<file path="src/rtl/fm_pkg.sv">
// Shared constants, state type and sample-format helper for the FM audio path.
package fm_pkg;

    localparam int SYS_CLK_HZ      = 250_000_000;
    localparam int AUDIO_SAMPLE_HZ = 44100;
    localparam int SAMPLE_W        = 8;
    localparam logic [SAMPLE_W-1:0] OFFSET_BIN_MID = 8'h80;

    // Rounded clock divider for the audio rate (250 MHz / 44.1 kHz -> 5669).
    localparam int DEFAULT_SAMPLE_DIV = (SYS_CLK_HZ + AUDIO_SAMPLE_HZ / 2) / AUDIO_SAMPLE_HZ;

    typedef enum logic {
        ST_PREFILL = 1'b0,
        ST_PLAY    = 1'b1
    } pacer_state_t;

    function automatic logic [SAMPLE_W-1:0] offset_to_signed(input logic [SAMPLE_W-1:0] b);
        return b ^ OFFSET_BIN_MID;
    endfunction

endpackage

</file>
<file path="src/rtl/sync_fifo.sv">
// Single-clock FIFO with extra-MSB pointers; read data is registered on pop
// (read-before-write, so a simultaneous push/pop while full returns the old entry).
module sync_fifo #(
    parameter int WIDTH      = 8,
    parameter int DEPTH_LOG2 = 6
) (
    input  logic                  i_clk,
    input  logic                  i_rst,
    input  logic                  i_push,
    input  logic [WIDTH-1:0]      i_wdata,
    input  logic                  i_pop,
    output logic [WIDTH-1:0]      o_rdata,
    output logic                  o_full,
    output logic                  o_empty,
    output logic [DEPTH_LOG2:0]   o_level
);

    localparam int DEPTH = 1 << DEPTH_LOG2;

    logic [WIDTH-1:0]    r_mem [DEPTH];
    logic [DEPTH_LOG2:0] r_wr_ptr;
    logic [DEPTH_LOG2:0] r_rd_ptr;
    logic [WIDTH-1:0]    r_rdata;
    logic                w_push_ok;
    logic                w_pop_ok;

    assign o_empty = (r_wr_ptr == r_rd_ptr);
    assign o_full  = (r_wr_ptr[DEPTH_LOG2] != r_rd_ptr[DEPTH_LOG2]) &&
                     (r_wr_ptr[DEPTH_LOG2-1:0] == r_rd_ptr[DEPTH_LOG2-1:0]);
    assign o_level = r_wr_ptr - r_rd_ptr;
    assign o_rdata = r_rdata;

    assign w_pop_ok  = i_pop && !o_empty;
    assign w_push_ok = i_push && (!o_full || w_pop_ok);

    always_ff @(posedge i_clk) begin
        if (w_push_ok) begin
            r_mem[r_wr_ptr[DEPTH_LOG2-1:0]] <= i_wdata;
        end
    end

    always_ff @(posedge i_clk) begin
        if (i_rst) begin
            r_rdata <= '0;
        end else if (w_pop_ok) begin
            r_rdata <= r_mem[r_rd_ptr[DEPTH_LOG2-1:0]];
        end
    end

    always_ff @(posedge i_clk) begin
        if (i_rst) begin
            r_wr_ptr <= '0;
            r_rd_ptr <= '0;
        end else begin
            if (w_push_ok) begin
                r_wr_ptr <= r_wr_ptr + 1'b1;
            end
            if (w_pop_ok) begin
                r_rd_ptr <= r_rd_ptr + 1'b1;
            end
        end
    end

endmodule

</file>
<file path="src/rtl/audio_sample_pacer.sv">
// Buffers bursty offset-binary UART audio bytes and releases them as signed
// samples at a fixed rate, with prefill gating and sticky underrun/overflow flags.
module audio_sample_pacer
    import fm_pkg::*;
#(
    parameter int SAMPLE_DIV = DEFAULT_SAMPLE_DIV,
    parameter int DEPTH_LOG2 = 6,
    parameter int PREFILL    = 32
) (
    input  logic                  i_clk,
    input  logic                  i_rst,
    input  logic [7:0]            i_dat,
    input  logic                  i_dat_vld,
    input  logic                  i_clr_flags,
    output logic [7:0]            o_sample,
    output logic                  o_sample_vld,
    output logic [DEPTH_LOG2:0]   o_level,
    output logic                  o_playing,
    output logic                  o_underrun,
    output logic                  o_overflow
);

    localparam int CNT_W = (SAMPLE_DIV > 2) ? $clog2(SAMPLE_DIV) : 1;
    localparam logic [CNT_W-1:0]    CNT_LAST    = CNT_W'(SAMPLE_DIV - 1);
    localparam logic [DEPTH_LOG2:0] PREFILL_LVL = (DEPTH_LOG2 + 1)'(PREFILL);

    pacer_state_t        r_state;
    pacer_state_t        w_state_next;
    logic [CNT_W-1:0]    r_cnt;
    logic [CNT_W-1:0]    w_cnt_next;

    logic                w_full;
    logic                w_empty;
    logic [DEPTH_LOG2:0] w_level;
    logic [7:0]          w_rdata;

    logic                w_tick;
    logic                w_pop;
    logic                w_underrun_set;
    logic                w_overflow_set;

    logic                r_sample_vld;
    logic                r_from_fifo;
    logic                r_underrun;
    logic                r_overflow;

    sync_fifo #(
        .WIDTH      (SAMPLE_W),
        .DEPTH_LOG2 (DEPTH_LOG2)
    ) u_fifo (
        .i_clk   (i_clk),
        .i_rst   (i_rst),
        .i_push  (i_dat_vld),
        .i_wdata (i_dat),
        .i_pop   (w_pop),
        .o_rdata (w_rdata),
        .o_full  (w_full),
        .o_empty (w_empty),
        .o_level (w_level)
    );

    assign w_tick         = (r_state == ST_PLAY) && (r_cnt == CNT_LAST);
    assign w_pop          = w_tick && !w_empty;
    assign w_underrun_set = w_tick && w_empty;
    // A pop in the same cycle frees a slot, so a push into a full FIFO is kept.
    assign w_overflow_set = i_dat_vld && w_full && !w_pop;

    always_comb begin
        w_state_next = r_state;
        w_cnt_next   = '0;
        case (r_state)
            ST_PREFILL: begin
                if (w_level >= PREFILL_LVL) begin
                    w_state_next = ST_PLAY;
                end
            end
            ST_PLAY: begin
                if (w_tick) begin
                    if (w_empty) begin
                        w_state_next = ST_PREFILL;
                    end
                end else begin
                    w_cnt_next = r_cnt + 1'b1;
                end
            end
            default: begin
                w_state_next = ST_PREFILL;
            end
        endcase
    end

    always_ff @(posedge i_clk) begin
        if (i_rst) begin
            r_state <= ST_PREFILL;
            r_cnt   <= '0;
        end else begin
            r_state <= w_state_next;
            r_cnt   <= w_cnt_next;
        end
    end

    // Flag set wins over a same-cycle clear.
    always_ff @(posedge i_clk) begin
        if (i_rst) begin
            r_sample_vld <= 1'b0;
            r_from_fifo  <= 1'b0;
            r_underrun   <= 1'b0;
            r_overflow   <= 1'b0;
        end else begin
            r_sample_vld <= w_tick;
            if (w_pop) begin
                r_from_fifo <= 1'b1;
            end else if (w_underrun_set) begin
                r_from_fifo <= 1'b0;
            end
            r_underrun <= (r_underrun && !i_clr_flags) || w_underrun_set;
            r_overflow <= (r_overflow && !i_clr_flags) || w_overflow_set;
        end
    end

    // Underrun plays the carrier centre (0) rather than repeating stale data.
    assign o_sample     = r_from_fifo ? offset_to_signed(w_rdata) : '0;
    assign o_sample_vld = r_sample_vld;
    assign o_level      = w_level;
    assign o_playing    = (r_state == ST_PLAY);
    assign o_underrun   = r_underrun;
    assign o_overflow   = r_overflow;

endmodule

</file>
<file path="config.mk">
export PLATFORM = sky130hd
export DESIGN_NAME = audio_sample_pacer
export DESIGN_NICKNAME = d
export VERILOG_FILES = /design/src/rtl/fm_pkg.sv /design/src/rtl/sync_fifo.sv /design/src/rtl/audio_sample_pacer.sv
export SDC_FILE = /design/constraint.sdc
export NUM_CORES = 1
export LEC_CHECK = 0
export ABC_AREA = 1
export BUFFER_PORTS_ARGS = -buffer_cell sky130_fd_sc_hd__buf_2
export CORE_UTILIZATION = 50
export DETAILED_ROUTE_END_ITERATION = 7
export GPL_TIMING_DRIVEN = 0
export PLACE_DENSITY = 0.69
export SLEW_MARGIN = 40
export SYNTH_ARGS = -nofsm -noshare
export SYNTH_HDL_FRONTEND = slang
export SYNTH_HIERARCHICAL = 1
export SYNTH_SLANG_ARGS = --single-unit
export TNS_END_PERCENT = 5
</file>
<file path="constraint.sdc">
create_clock -name i_clk -period 3.8 [get_ports i_clk]
set_input_delay 0.76 -clock i_clk [delete_from_list [all_inputs] [get_ports i_clk]]
set_output_delay 0.76 -clock i_clk [all_outputs]
set_load 0.02 [all_outputs]
</file>
# == After elaboration in Yosys (flattened, before gate mapping) ==
# Memories as Yosys holds them, arrays and structs flattened. A register that Yosys moved wholly into a read port is not among the register bits.
# Cells that the tools add are included.
# Widths: inputs -> output; s select.
# totals
output_inout_bits,19
ram_bits,512
input_bits,12
wordCells,48
n_memories,1
register_bits,32
# op_classes
mux,9
n_addsub,4
eq_ne,4
reduce_logical,19
magnitude_cmp,1
n_bitwise,2
# mem_list
name,words,word_bits,read_ports,rd_clocked_by_memory_dff,wr,line,rtl
u_fifo.r_mem,64,8,1,1,1,sync_fifo.sv:20,logic [WIDTH-1:0] r_mem [DEPTH];
# ops
cell,n
$add 7x1->7 const B,2
$add 13x1->13 const B,1
$eq 13x13->1 const B,1
$logic_and 1x1->1,10
$mux 8,1
$eq 7x7->1,1
$ge 7x6->1 const B,1
$mux 1,7
$sub 7x7->7,1
$eq 6x6->1,1
$logic_not 1->1,4
$logic_or 1x1->1,3
$reduce_or 3->1,1
$not 1->1,2
$pmux 1 s2,1
$reduce_bool 2->1,1
$ne 1x1->1,1

# == Logic depth before layout (Yosys ltp) ==
# logic_depth
depth_word,8
mapped_depth,20
depth_no_buf,18

# == Hierarchy ==
# The synthesis kept the hierarchy.
# by_module_without_submodules
mod,seq_area_each_um2,n_inst,cells_each,area_each_um2
sync_fifo,15815.2,1,2283,23316.1
audio_sample_pacer,360.3,1,137,914.6

# == Least setup slack after synthesis ==
# No wires, ideal clock.
# synth_path
kind,reg2reg
start,register u_fifo.r_rd_ptr[2]
end,memory u_fifo.r_mem[63][0] (enable)
slack_ns,0.687
required_ns,3.417
stages_incl_launch_ff,19
arrival_time_ns,2.730
n_path_buf,3
setup_time_ns,0.383
synth_period_minus_slack_ns,3.113
path_cell_list,dfxtp_1 > buf_2 > clkinv_1 > clkbuf_1 > ha_1 > nand2_1 > nor2_1 > nand3_1 > inv_1 > nand2_2 > inv_1 > inv_1 > nand3_1 > inv_1 > nand2_4 > nand2_2 > nand2_2 > buf_4 > nor3_1
# synth_between
elab_chain_len,8
word_cells_on_any_way,11
classes_between,eq/ne (2); mux (2); reduce/logical (7)
# synth_lines
item,line,rtl
start: declaration,sync_fifo.sv:22,logic [DEPTH_LOG2:0] r_rd_ptr;
start signal: assignment,sync_fifo.sv:59,r_rd_ptr <= r_rd_ptr + 1'b1;
$eq 7x7->1,sync_fifo.sv:27,assign o_empty = (r_wr_ptr == r_rd_ptr);
named net w_empty,audio_sample_pacer.sv:33,logic w_empty;
$logic_not 1->1,audio_sample_pacer.sv:63,assign w_pop = w_tick && !w_empty;
$logic_and 1x1->1,audio_sample_pacer.sv:63,
named net w_pop,audio_sample_pacer.sv:38,logic w_pop;
$logic_and 1x1->1,sync_fifo.sv:33,assign w_pop_ok = i_pop && !o_empty;
$logic_or 1x1->1,sync_fifo.sv:34,assign w_push_ok = i_push && (!o_full || w_pop_ok);
$logic_and 1x1->1,sync_fifo.sv:34,
$mux 1,sync_fifo.sv:37,if (w_push_ok) begin
$mux 1 (not written as such),sync_fifo.sv:38,r_mem[r_wr_ptr[DEPTH_LOG2-1:0]] <= i_wdata;
end: declaration,sync_fifo.sv:20,
# The timed path passes the listed nets, and every way through them passes these cells.

# == Final worst setup path ==
# layout_path
start,register u_fifo.r_rd_ptr[2]
end,output port o_level[6]
# layout_between
elab_chain_len,1
# layout_lines
item,line,rtl
$sub 7x7->7,sync_fifo.sv:30,assign o_level = r_wr_ptr - r_rd_ptr;
end: declaration,audio_sample_pacer.sv:17,"output logic [DEPTH_LOG2:0] o_level,"
# Every way passes these cells.

==> results.yml <==
status:
  status: "complete, no violations"
pwr:
  sw_frac_of_total_pct: 20.69
  p_seq_share_pct: 55.1
  p_int_mw: 9.607
  irDropWorstVdd_v: 0.0003680
  power.switching_mw: 2.507
  power_frac_clock_pct: 42.6
  pwr_density_cell_mw_per_mm2: 431.3
  p_leak_nw: 11.31
  pwr-share-comb_pct: 2.3
clock_tree:
  clockBufferDepth: 3
  clock-sinks: 552
  root_buffer: "clkbuf_16"
  cts_made_buffers: 56
  htree_levels: 2
  cts_hold_buffers: 0
  clkLatencyLatePin_ns: 0.62
  cts_tree: "yes"
  clk_transition_reported_paths_ns: 0.06
die:
  die_w_um: 222.1
  coreArea_mm2: 0.04775
  start_util_pct: 50.75
  io_pins: 31
  row_count: 80
  fp.dieH_um: 222.1
  die_area_mm2: 0.04935
logic_synthesis:
  ys_seq_elements: 552
  syn_avg_cell_area_um2: 10.01
  synth_top_area_cell: "edfxtp_1"
  syn_nets: 2443
  syn_inst: 2420
  synth_seq_area_share_pct: 66.76
  syn_area_mm2: 0.02423
  synthDominantCellAreaShare_pct: 63.45
  synthTopCellsByArea: "edfxtp_1 63%, nand2_1 12%, nand3_1 5.3%"
  synth.distinct_cells: 37
  yosysWarnings: 6
sta:
  relSlewSlack_pct: 37.68
  grt_setup_unrepaired: "true"
  final-max-slew-violation-count: 0
  timing_hold_violations_final: 0
  setup_violations: 0
  whs_ns: 0.3546
  max_freq_ghz: 0.2748
  min_period_over_period_pct: 95.76
  tightest_slew_ns: 0.9325
  fin_skew_ns: 0.02270
  layout_min_cycle_time_ns: 3.639
  setup_ws_ns: 0.1612
global_routing:
  grt_start_max_net_pins: 65
  grt_pass1_vias: 16706
  antenna_found_initial: 0
  grt_first_pass_wirelength_um: 100200
  grt_use_total_pct: 27.46
  grt-ovfl-total: 0
setup_path:
  arrival_ns: 2.88
  cp-end-kind: "output port"
  critical_path.slowest_cell: "ha_1"
  cpPeakStageDelay_ns: 0.37
  crit_required_ns: 3.04
  crit_chain: "buf_4 -> clkinv_2 -> buf_2 -> ha_1 -> nand2_1 -> o21ai_0 -> nand2_1 -> nand2_1 -> xor2_1 -> buf_2"
  rr_worst_depth: 19
  crit_type: "reg2out"
  path_common_cell: "nand2_1"
  critical_path.max_fanout: 10
  crit_path_start_kind: "flip-flop"
routing:
  wl_per_cell_um: 20.88
  vias: 17443
  routed_wl_um: 67140
  ant_nets: 0
  post-route-drc-count: 0
  dr.pass1.iters: 6
  drtIter0Drc: 1729
  avgViaCountPerCell: 5.426
hold_path:
  min_path_type: "in2reg"
  hold_depth: 2
placement:
  io_buffers: 30
  place_congestion: 1.013
  dp_slack_ns: -0.5501
  post-dp-hpwl_um: 43900
final_layout:
  syn_to_final_growth_pct: 15.92
  multi_input_area_mm2: 0.006782
  ff_latch_area_mm2: 0.01618
  nets: 2576
  drive_above_1_share_pct: 12.58
  fillCellCount: 3891
  diodes: 0
job:
  cap_violations: 0
-- critical path, delay by kind of cell, from the launching register on --
| family | cells | cell delay [ns] |
|---|---|---|
| flip-flops | 1 | 0.32 |
| AO/OA/AOI/OAI | 1 | 0.28 |
| AND/OR/NAND/NOR | 3 | 0.24 |
| buffers and inverters | 4 | 0.85 |
| XOR/XNOR | 1 | 0.18 |
| adder cells (fa/ha/maj) | 1 | 0.37 |
-- cell families (layout without fill, tap and decap cells) --
kind of cell / count (synthesis) / after routing / share of synthesized area (%)
and+or+nand+nor: 1325 / 1325 / 22.58
DFF: 552 / 552 / 66.76
buffers and inverters: 411 / 591 / 7.327
AOI/OAI and AO/OA: 106 / 106 / 2.195
xor gates and xnor gates: 15 / 15 / 0.5422
adders and majority gates: 11 / 11 / 0.5990
-- registers in the layout (all words and copies together), names as in the netlist --
signal,count
r_from_fifo,1
u_fifo/r_mem,512
o_underrun,1
u_fifo/o_rdata,8
u_fifo/r_rd_ptr,7
o_overflow,1
u_fifo/r_wr_ptr,7
o_playing,1
r_cnt,13
o_sample_vld,1
-- placed cells by master, fill, tap and decap left out, types with 2 or more instances in the layout --
master / n
inv_16: 2
ha_1: 10
inv_2: 5
nand2_1: 786
inv_4: 2
xor2_1: 8
a21oi_1: 34
nand4_1: 5
clkbuf_16: 57
clkinv_2: 7
nand4_4: 6
bufinv_16: 2
clkbuf_1: 28
o21ai_0: 45
clkinv_1: 23
nor3_2: 2
buf_4: 55
nand3_2: 4
buf_6: 7
o21ai_1: 26
buf_12: 29
xnor2_1: 7
nand2_2: 5
nor2_4: 60
nand3_1: 256
nor3_1: 2
buf_1: 9
inv_1: 290
edfxtp_1: 512
dfxtp_1: 39
nor2_1: 189
buf_2: 72
nor2_2: 4
-- cell type report --
type | instances | share of cell area, %
buffer | 109 | 2.285
clock buffer | 71 | 5.265
clock inverter | 34 | 0.8196
inverter | 300 | 4.031
multi-input combinational | 1457 | 24.14
sequential | 552 | 57.59
tap | 615 | 2.740
timing repair buffer | 77 | 3.123
-- Yosys cell counts (all sizes together) --
cell    instances
dfxtp          40
fa              1
buf            96
xnor2           7
clkinv          3
inv           297
nand2         792
a21oi          34
nor3            5
clkbuf         15
o21ai          71
a31oi           1
nor4            1
nand3b          1
edfxtp        512
and3            1
ha             10
xor2            8
nand3         261
nand4          11
nor2          253
-- routing by layer --
layer / GRT usage [%] / vias to the layer above / share of wire, %
li1: - / 8152 / -
met1: 37.57 / 8322 / 41
met2: 42.81 / 799 / 45
met3: 5.433 / 170 / 9.4
met4: 11.87 / 0 / 4.6
met5: 0 / - / 0
-- final timing paths --
check                                   startpoint                 end  slack (ns)
worst min register to register            r_cnt[0]            r_cnt[0]        0.47
worst min-delay path                         i_rst          o_underrun        0.35
worst max register to register  u_fifo/r_rd_ptr[2]  u_fifo/r_mem[7][7]        0.22
worst max-delay path            u_fifo/r_rd_ptr[2]          o_level[6]        0.16
-- through the flow --
step,std cells,setup TNS [ns],util [%],power (mW),cell area (um2)
2_1_floorplan,2420,0,-,6.885,24230
3_3_place_gp,3065,-188.28,52.68,7.032,25150
3_5_place_dp,3066,-210.02,52.75,7.039,25190
4_1_cts,3212,0,58.57,12.19,27970
5_1_grt,3215,-0.003483,58.83,12.44,28090
6_report,3215,0,58.83,12.11,28090
-- power groups by stage --
stage	registers, mW	clock network [mW]	logic (mW)
detailed placement	6.80	0	0.242
global route	6.67	5.47	0.299
global placement	6.80	0	0.232
floorplan	6.80	0	0.0898
CTS	6.67	5.25	0.274
finish	6.67	5.16	0.279
-- repair_timing --
item	in CTS	in global routing
cloned	0	0
buffers inserted	41	4
pin swaps	24	2
setup endpoints to repair	513	70
gates resized for setup	122	8
Power figures use the tool's default switching activity.
